## src/rtl/uart_tx_arbiter.sv

```systemverilog
// Round-robin arbiter sharing one byte-wide UART transmitter among N word producers.
// Optional per-byte TxDone timeout enabled by defining TXARB_TIMEOUT_EN.
module uart_tx_arbiter #(
    parameter int unsigned N       = 4,
    parameter int unsigned M       = 8,
    parameter int unsigned GAP     = 100000,
    parameter int unsigned TIMEOUT = 200000
) (
    input  logic             clk,
    input  logic             RstArb,
    input  logic [N-1:0]     Req,
    input  logic [N*M-1:0]   Data,
    output logic [N-1:0]     Grant,
    output logic [N-1:0]     Done,
    output logic [7:0]       TxData,
    output logic             TxLoad,
    output logic             TxEn,
    input  logic             TxDone,
    output logic             Busy,
    output logic             Abort
);

    localparam int unsigned NB = M / 8;
    localparam int unsigned BW = $clog2(NB + 1);
    localparam int unsigned PW = (N > 1) ? $clog2(N) : 1;
    localparam int unsigned GW = (GAP > 0) ? $clog2(GAP + 1) : 1;

    if (N < 2 || N > 8) begin : g_bad_n
        $error("uart_tx_arbiter: N must be 2..8");
    end
    if (M < 8 || (M % 8) != 0) begin : g_bad_m
        $error("uart_tx_arbiter: M must be a multiple of 8");
    end
    if (TIMEOUT < 1) begin : g_bad_timeout
        $error("uart_tx_arbiter: TIMEOUT must be at least 1");
    end

    typedef enum logic [2:0] {StIdle, StLoad, StSend, StDone, StGap} state_e;

    state_e          state_q;
    logic [M-1:0]    word_q;
    logic [BW-1:0]   bcnt_q;
    logic [GW-1:0]   gcnt_q;
    logic [PW-1:0]   ptr_q;
    logic [N-1:0]    grant_q;
    logic [N-1:0]    done_q;
    logic [7:0]      tx_data_q;
    logic            tx_load_q;
    logic            tx_en_q;
    logic            busy_q;

    logic [PW-1:0]   win;
    logic [PW-1:0]   idx;
    logic [N-1:0]    win_oh;
    logic [M-1:0]    win_word;
    logic [M-1:0]    word_shift;
    logic            found;

    // Search starts one past the last winner so every requester gets a turn.
    always_comb begin
        win    = ptr_q;
        idx    = '0;
        win_oh = '0;
        found  = 1'b0;
        for (int unsigned off = 1; off <= N; off++) begin
            idx = PW'((32'(ptr_q) + off) % N);
            if (!found && Req[idx]) begin
                found       = 1'b1;
                win         = idx;
                win_oh      = '0;
                win_oh[idx] = 1'b1;
            end
        end
    end

    always_comb begin
        win_word = '0;
        for (int unsigned i = 0; i < N; i++) begin
            if (win == PW'(i)) win_word = Data[i*M +: M];
        end
        word_shift = word_q >> 8;
    end

`ifdef TXARB_TIMEOUT_EN
    localparam int unsigned TW = $clog2(TIMEOUT + 1);
    logic [TW-1:0] tcnt_q;
    logic          abort_q;
    assign Abort = abort_q;
`else
    assign Abort = 1'b0;
`endif

    always_ff @(posedge clk) begin
        if (RstArb) begin
            state_q   <= StIdle;
            word_q    <= '0;
            bcnt_q    <= '0;
            gcnt_q    <= '0;
            ptr_q     <= PW'(N - 1);
            grant_q   <= '0;
            done_q    <= '0;
            tx_data_q <= '0;
            tx_load_q <= 1'b0;
            tx_en_q   <= 1'b0;
            busy_q    <= 1'b0;
`ifdef TXARB_TIMEOUT_EN
            tcnt_q    <= '0;
            abort_q   <= 1'b0;
`endif
        end else begin
            done_q    <= '0;
            tx_load_q <= 1'b0;
`ifdef TXARB_TIMEOUT_EN
            abort_q   <= 1'b0;
`endif
            unique case (state_q)
                StIdle: begin
                    if (found) begin
                        word_q    <= win_word;
                        tx_data_q <= win_word[7:0];
                        tx_load_q <= 1'b1;
                        bcnt_q    <= BW'(NB);
                        grant_q   <= win_oh;
                        ptr_q     <= win;
                        busy_q    <= 1'b1;
                        state_q   <= StLoad;
                    end
                end
                StLoad: begin
                    tx_en_q <= 1'b1;
                    state_q <= StSend;
`ifdef TXARB_TIMEOUT_EN
                    tcnt_q  <= '0;
`endif
                end
                StSend: begin
                    if (TxDone) begin
                        tx_en_q <= 1'b0;
                        if (bcnt_q > BW'(1)) begin
                            word_q    <= word_shift;
                            tx_data_q <= word_shift[7:0];
                            tx_load_q <= 1'b1;
                            bcnt_q    <= bcnt_q - BW'(1);
                            state_q   <= StLoad;
                        end else begin
                            done_q  <= grant_q;
                            state_q <= StDone;
                        end
                    end
`ifdef TXARB_TIMEOUT_EN
                    else if (tcnt_q == TW'(TIMEOUT - 1)) begin
                        tx_en_q <= 1'b0;
                        abort_q <= 1'b1;
                        done_q  <= grant_q;
                        state_q <= StDone;
                    end else begin
                        tcnt_q <= tcnt_q + TW'(1);
                    end
`endif
                end
                StDone: begin
                    grant_q <= '0;
                    gcnt_q  <= '0;
                    if (GAP == 0) begin
                        busy_q  <= 1'b0;
                        state_q <= StIdle;
                    end else begin
                        state_q <= StGap;
                    end
                end
                StGap: begin
                    if (gcnt_q == GW'(GAP - 1)) begin
                        busy_q  <= 1'b0;
                        state_q <= StIdle;
                    end else begin
                        gcnt_q <= gcnt_q + GW'(1);
                    end
                end
                default: state_q <= StIdle;
            endcase
        end
    end

    assign Grant  = grant_q;
    assign Done   = done_q;
    assign TxData = tx_data_q;
    assign TxLoad = tx_load_q;
    assign TxEn   = tx_en_q;
    assign Busy   = busy_q;

endmodule

```

## config.mk

```make
export PLATFORM = sky130hd
export DESIGN_NAME = uart_tx_arbiter
export DESIGN_NICKNAME = d
export VERILOG_FILES = /design/src/rtl/uart_tx_arbiter.sv
export SDC_FILE = /design/constraint.sdc
export NUM_CORES = 1
export LEC_CHECK = 0
export CAP_MARGIN = 20
export CORE_UTILIZATION = 40
export DETAILED_ROUTE_END_ITERATION = 7
export GPL_TIMING_DRIVEN = 0
export PLACE_DENSITY = 0.71
export SKIP_LAST_GASP = 1
export SYNTH_ARGS = -nofsm -noshare
export SYNTH_HDL_FRONTEND = slang
export SYNTH_SLANG_ARGS = --single-unit
```

## constraint.sdc

```tcl
create_clock -name clk -period 2.9 [get_ports clk]
set_input_delay 0.29 -clock clk [delete_from_list [all_inputs] [get_ports clk]]
set_output_delay 0.29 -clock clk [all_outputs]
set_load 0.1 [all_outputs]
```

==> metrics.md, run 1 <==
| Metric | Value |
|---|---|
| Critical Path Fanout Max | `10` |
| Post-synth EDFFs | `0` |
| Final setup violating endpoints | `0` |
| RD Place Congestion | `0.823` |
| Via count | `2094` |
| Cell family with most CP delay | `multiplexers` |
| Layout Skew | `0.0171 ns` |
| Worst Path Buf+Inv | `4` |
| Root buffer cell | `clkbuf_8` |
| Tcrit/Tclk final | `0.947` |
| Register bit total from synthesis | `41` |
| Area leader, netlist | `dfxtp_1` |
| Primary FF master, synth | `dfxtp_1` |
| Slew @ Worst Pin | `around 1 ns` |
| Netlist cell types | `49` |
| Critical-path cell list | `buf_6 -> clkinvlp_4 -> ha_1 -> clkbuf_4 -> mux4_2 -> buf_2 -> a21oi_4 -> xnor2_4 -> mux4_2 -> a22o_1` |
| Endpoint class of the critical path | `flop` |
| Largest family of logic cells by synthesized area | `simple AND/OR/NAND/NOR gates` |
| Placed cell area | `0.00302 mm2` |
| Slowest CP cell | `mux4_2` |
| Synth Cell Area | `around 0.0024 mm2` |
| Post-layout util | `0.571` |
| Yosys top cell area share | `0.349` |
| Via-to-Cell Ratio | `between 5 and 6` |
| Nets | `373` |
| Router iterations before antenna repair | `4` |
| R2R Path End | `TxData[7]` |
| Non-filler cells, final | `roughly 400` |
| Simple-gate area share of the yosys netlist | `0.220` |
| I/O Buffers | `57` |
| Power Dens Cells | `962 mW/mm2` |
| Starting Density | `0.422` |
| Post-synthesis mux area share | `0.129` |
| Drt initial violations | `102` |
| Share of cells above drive strength 1 | `0.0920` |
| Sink Count | `41` |
| Register area | `828 um2` |
| Slew HR | `0.341` |
| Critical Path Source Type | `flop` |
| Placed cell count | `387` |
| Leakage | `1.19 nW` |
| DR WL/cell | `13.2 um` |
| Die height | `just under 80 um` |
| Worst EP arrival | `between 2 and 3 ns` |
| Max-cap check violation count | `0` |
| XOR/XNOR Fraction of Synth Area | `0.0628` |
| Core Area | `0.00557 mm2` |
| GRT overflow | `0` |
| R2R Setup Slk | `about 0.15 ns` |
| Footprint of the multi-input gates | `approximately 0.0015 mm2` |
| Final hold violation count | `0` |
| Antenna Cells | `0` |
| Clock slew at reported path FFs | `0.09 ns` |
| Hold_ws | `0.474 ns` |
| Antenna Nets Post-Route | `0` |
| Row count | `27` |
| IO Count | `59` |
| CTS buffer count | `5` |
| Compound-cell area share of the yosys netlist | `0.154` |
| Async SR Flop Fraction | `0` |
| Syn_nets | `approximately 310` |
| Final Slew Violations | `0` |
| Die area | `0.00619 mm2` |
| Max clock buf depth | `2` |
| Critical path depth | `10` |
| Initial antenna violation count | `0` |
| RR Startpoint | `ptr_q[0]` |
| Critical path class | `reg -> reg` |
| Worst VDD drop | `around 0.52 mV` |
| Synth warnings | `0` |
| Most frequent cell after synthesis | `dfxtp_1` |
| Total routed wirelength | `about 5200 um` |
| H-tree depth | `2` |
| Hold Crit Class | `reg -> reg` |
| Critical path required time | `slightly above 3 ns` |
| Largest net degree at the start of global routing | `15` |
| # DRC | `0` |
| GR Util All Layers | `0.185` |
| Area share of fa/ha/maj cells after synthesis | `0.0479` |
| Main area contributors after synthesis | `dfxtp_1 (35%), mux2i_1 (8.1%), ha_1 (4.8%)` |
| Worst skew pair latency | `roughly 0.30 ns` |
| Reg2reg path depth | `10` |
| Post-DP HPWL | `3930 um` |
| Syn avg cell area | `slightly above 9 um2` |
| Vias in the first global route | `a little over 2k` |
| First-pass GRT wire length | `9190 um` |
| Crit. Startpoint | `ptr_q[0]` |
| Status | `completed` |
| Most frequent cells after synthesis | `dfxtp_1 (41), nor2_1 (25), nand2_1 (21), mux2i_1 (19), a21oi_1 (16)` |
| Post-synthesis sequential area ratio | `0.349` |
| Synth Instances | `258` |
| Fmax | `0.364 GHz` |
| Hold Crit Start | `TxData[1]` |
| CP endpoint | `TxData[7]` |
| Most frequent CP cell | `mux4_2` |
| Hold-fix buffers, CTS | `0` |
| CTS tree | `yes` |
| Die width | `78.7 um` |
| Min Clock Period, post-route | `2.75 ns` |
| Number of fill cells in the layout | `521` |
| Fin area | `about 0.0032 mm2` |
| Area Overhead vs Synth | `35.3%` |
| Critical path's largest stage delay | `between 0.5 and 0.6 ns` |
| RSZ-0062 raised after global routing | `no` |
-- cells by family after synthesis --
logic type	count (synthesis)
multiplexers	25
AO/OA/AOI/OAI	50
AND/OR/NAND/NOR	96
adder cells (fa/ha/maj)	9
XOR/XNOR	16
other	1
flip-flops	41
buffers and inverters	20
-- per-layer routing --
| layer | up-vias | GRT usage | routed length [um] |
|---|---|---|---|
| met5 | - | 0 | 0 |
| met4 | 0 | 0.0574 | 40 |
| met3 | 5 | 0.0453 | 271 |
| met2 | 49 | 0.307 | 2460 |
| met1 | 964 | 0.235 | 2470 |
| li1 | 1076 | - | - |
-- report_power, final --
group | leakage, nW | switching (mW) | total, mW | internal (mW)
Sequential | 0.335 | 0.0831 | 0.752 | 0.669
Combinational | 0.800 | 1.14 | 1.84 | 0.696
Clock | 0.0543 | 0.214 | 0.472 | 0.258
-- per-stage QoR --
| step | setup slack, ns | power [mW] | TNS [ns] |
|---|---|---|---|
| after floorplan | 0.0413 | 2.15 | 0 |
| after global placement | -0.216 | 2.52 | -1.13 |
| after detailed placement | -0.263 | 2.55 | -1.64 |
| after CTS | 0.0318 | 3.08 | 0 |
| after global routing | 0.0215 | 3.25 | 0 |
| final | 0.155 | 3.06 | 0 |
-- cell usage in the layout, fill, tap and decap left out, types with 3 or more instances in the layout --
cell,instances
clkdlybuf4s50_1,57
dfxtp_1,39
nor2_1,25
nand2_1,21
mux2i_1,19
a21oi_1,16
clkbuf_1,11
xnor2_1,10
nor3_1,9
ha_1,9
o221ai_1,8
and2_1,6
nor3b_1,5
xor2_1,5
a22o_1,5
a211oi_1,5
buf_4,5
clkbuf_8,5
or3_1,4
mux4_2,4
o21ai_0,4
nor4bb_1,3
nand2b_1,3
nand3_1,3
nand4b_1,3
-- flip-flops by register name, indices dropped and copies added, names as in the netlist, 2 cells and up --
name	cells
ptr_q	2
Done	4
TxData	8
state_q	3
gcnt_q	17
Grant	4
-- what timing repair did --
item,CTS,global route
endpoints found under the setup margin,8,7
endpoints found under the hold margin,0,0
resized for setup,6,1
cloned,0,0
setup buffers,2,1
-- worst reg2reg max path, delay by kind of cell, from the launching register on --
kind	cells	cell delay, ns
AO/OA/AOI/OAI	2	0.40
adder cells (fa/ha/maj)	1	0.29
multiplexers	2	0.82
flip-flops	1	0.36
buffers and inverters	4	0.62
XOR/XNOR	1	0.19
-- final cells by class --
class / count / share of cell area
multi-input combinational: 197 / 0.458
sequential: 41 / 0.260
clock inverter: 3 / 0.0145
buffer: 16 / 0.0252
timing repair buffer: 60 / 0.186
tap: 72 / 0.0283
inverter: 4 / 0.00590
clock buffer: 5 / 0.0216
-- how the worst min path moves through the flow --
| stage | end | slack, ns | depth (start not counted) |
|---|---|---|---|
| 5_1_grt | gcnt_q[1] | 0.50 | 2 |
| 6_report | TxData[1] | 0.47 | 2 |
| 3_5_place_dp | TxData[2] | 0.45 | 2 |
| 3_3_place_gp | TxData[4] | 0.44 | 2 |
| 4_1_cts | gcnt_q[1] | 0.48 | 2 |
| 2_1_floorplan | ptr_q[0] | 0.40 | 1 |
(Power assumes the default switching activity.)
==> run 2: changes to the inputs <==
Settings changed: CAP_MARGIN 20 to 40.
==> run 2 against run 1 <==
  * Sequential cell count stayed put
  * Non-clock buffer count up 20
  * Combinational power is 15% higher
  * Critical path type unchanged
==> metrics.md, run 2 (synthesized netlist as in run 1, its figures left out) <==
| Metric | Value |
|---|---|
| Sink Count | `41` |
| Max-cap check violation count | `0` |
| Max reg flops | `17` |
| Worst VDD drop | `0.620 mV` |
| Crit. Startpoint | `ptr_q[0]` |
| Drt initial violations | `68` |
| Root buffer cell | `clkbuf_8` |
| Fmax | `0.362 GHz` |
| I/O Buffers | `57` |
| Most frequent cells in the layout | `clkdlybuf4s50_1 (57), dfxtp_1 (39), nor2_1 (25)` |
| Router iterations before antenna repair | `4` |
| Die width | `around 80 um` |
| CTS buffer count | `5` |
| Min Clock Period, post-route | `2.76 ns` |
| Share of cells above drive strength 1 | `0.142` |
| Endpoint class of the critical path | `flop` |
| Via-to-Cell Ratio | `5.20` |
| Biggest register | `gcnt_q` |
| Initial antenna violation count | `0` |
| Via count | `2168` |
| Most frequent CP cell | `mux4_2` |
| Combinational fraction of design power | `0.640` |
| RR Startpoint | `ptr_q[0]` |
| Worst skew pair latency | `0.29 ns` |
| Row count | `27` |
| Critical path class | `reg -> reg` |
| Antenna Cells | `0` |
| Clock slew at reported path FFs | `approximately 0.08 ns` |
| Slew HR | `0.426` |
| RSZ-0062 raised after global routing | `no` |
| R2R Setup Slk | `between 0.1 and 0.15 ns` |
| H-tree depth | `2` |
| Footprint of the multi-input gates | `0.00146 mm2` |
| RD Place Congestion | `0.823` |
| Critical Path Source Type | `flop` |
| Layout Skew | `0.00765 ns` |
| Slowest CP cell | `mux4_2` |
| Area Overhead vs Synth | `48.4%` |
| Final hold violation count | `0` |
| Critical-path cell list | `buf_6 -> clkinvlp_4 -> ha_1 -> clkbuf_4 -> mux4_2 -> buf_2 -> a21oi_4 -> xnor2_4 -> mux4_2 -> a22o_1` |
| Leakage | `1.34 nW` |
| Register area | `828 um2` |
| Number of fill cells in the layout | `around 480` |
| Critical path's largest stage delay | `0.54 ns` |
| Reg2reg path depth | `10` |
| Slew @ Worst Pin | `between 0.8 and 0.9 ns` |
| Nets | `approximately 390` |
| Tcrit/Tclk final | `0.952` |
| GR Util All Layers | `0.192` |
| Fin area | `0.00349 mm2` |
| Post-route setup TNS | `0 ns` |
| Starting Density | `0.422` |
| Die area | `0.00619 mm2` |
| Max clock buf depth | `2` |
| Critical path required time | `3.08 ns` |
| Vias in the first global route | `roughly 2.1k` |
| CTS tree | `yes` |
| Die height | `between 70 and 80 um` |
| Core Area | `between 0.005 and 0.006 mm2` |
| Tot Pwr | `3.31 mW` |
| P_sw | `between 1 and 1.5 mW` |
| Final setup violating endpoints | `0` |
| Status | `completed` |
| Internal power | `1.83 mW` |
| Final Slew Violations | `0` |
| First-pass GRT wire length | `9560 um` |
| Antenna Nets Post-Route | `0` |
| DR WL/cell | `13.3 um` |
| Post-DP HPWL | `4130 um` |
| IO Count | `59` |
| Post-layout util | `0.626` |
| Most common cell after layout, fill and taps aside | `clkdlybuf4s50_1` |
| Worst EP arrival | `approximately 2.9 ns` |
| Flop pwr share | `0.228` |
| Largest net degree at the start of global routing | `13` |
| Placed cell area | `0.00333 mm2` |
| # DRC | `0` |
| Net Sw Frac | `0.448` |
| R2R Path End | `TxData[7]` |
| Hold Crit Class | `reg -> reg` |
| Critical Path Fanout Max | `10` |
| GRT overflow | `0` |
| Clock share of power | `0.132` |
| Power Dens Cells | `about 950 mW/mm2` |
| Total routed wirelength | `5560 um` |
| CP endpoint | `TxData[7]` |
run 2: cell count changes in the layout (fill, tap and decap cells not counted), sizes merged:
cell / before / now
clkinvlp: 2 / 1
buf: 7 / 27
run 2: per-layer routing:
layer	track usage	wire, um	vias up	part of all wire
li1	-	-	1111	-
met3	0.0395	213	8	0.038
met4	0.0630	64	0	0.012
met5	0	0	-	0
met1	0.240	2680	1004	0.48
met2	0.324	2600	45	0.47
run 2: critical path, delay by kind of cell (launching register included):
| kind | cells | cell delay, ns |
|---|---|---|
| AOI/OAI and AO/OA | 2 | 0.40 |
| buffers and inverters | 4 | 0.62 |
| DFF | 1 | 0.35 |
| muxes | 2 | 0.83 |
| adders and majority gates | 1 | 0.27 |
| xor gates and xnor gates | 1 | 0.19 |
run 2: layout make-up:
type | count | area share
Buffer | 16 | 0.0230
Multi-Input combinational cell | 197 | 0.418
Inverter | 4 | 0.00538
Clock buffer | 5 | 0.0197
Timing Repair Buffer | 80 | 0.261
Sequential cell | 41 | 0.237
Tap cell | 72 | 0.0258
Clock inverter | 2 | 0.0100
run 2: how the worst min path moves through the flow:
stage          startpoint         to  slack, ns  cells after the start
3_3_place_gp    TxData[4]  TxData[4]       0.44                      2
4_1_cts         TxData[1]  TxData[1]       0.47                      2
3_5_place_dp    TxData[1]  TxData[1]       0.45                      2
2_1_floorplan      RstArb   ptr_q[0]       0.40                      1
6_report        TxData[4]  TxData[4]       0.47                      2
5_1_grt         gcnt_q[1]  gcnt_q[1]       0.50                      2
run 2: stage by stage:
stage	worst slack (ns)	hold slack (ns)	cells
2_1_floorplan	0.0413	0.402	258
3_5_place_dp	-0.251	0.451	406
3_3_place_gp	-0.216	0.444	387
4_1_cts	0.0316	0.472	415
5_1_grt	0.00345	0.499	417
6_report	0.139	0.466	417
run 2: power by group through the flow:
stage | clock [mW] | sequential [mW] | combinational [mW]
6_report | 0.437 | 0.755 | 2.12
5_1_grt | 0.469 | 0.770 | 2.26
4_1_cts | 0.447 | 0.767 | 2.09
3_5_place_dp | 0 | 0.773 | 2.03
3_3_place_gp | 0 | 0.770 | 1.75
2_1_floorplan | 0 | 1.26 | 0.890
run 2: what timing repair did:
| action | 4_1_cts | 5_1_grt |
|---|---|---|
| hold buffers | 0 | 0 |
| setup endpoints to repair | 8 | 8 |
| pin swaps | 0 | 0 |
| resized for setup | 6 | 1 |
| setup buffers | 2 | 2 |
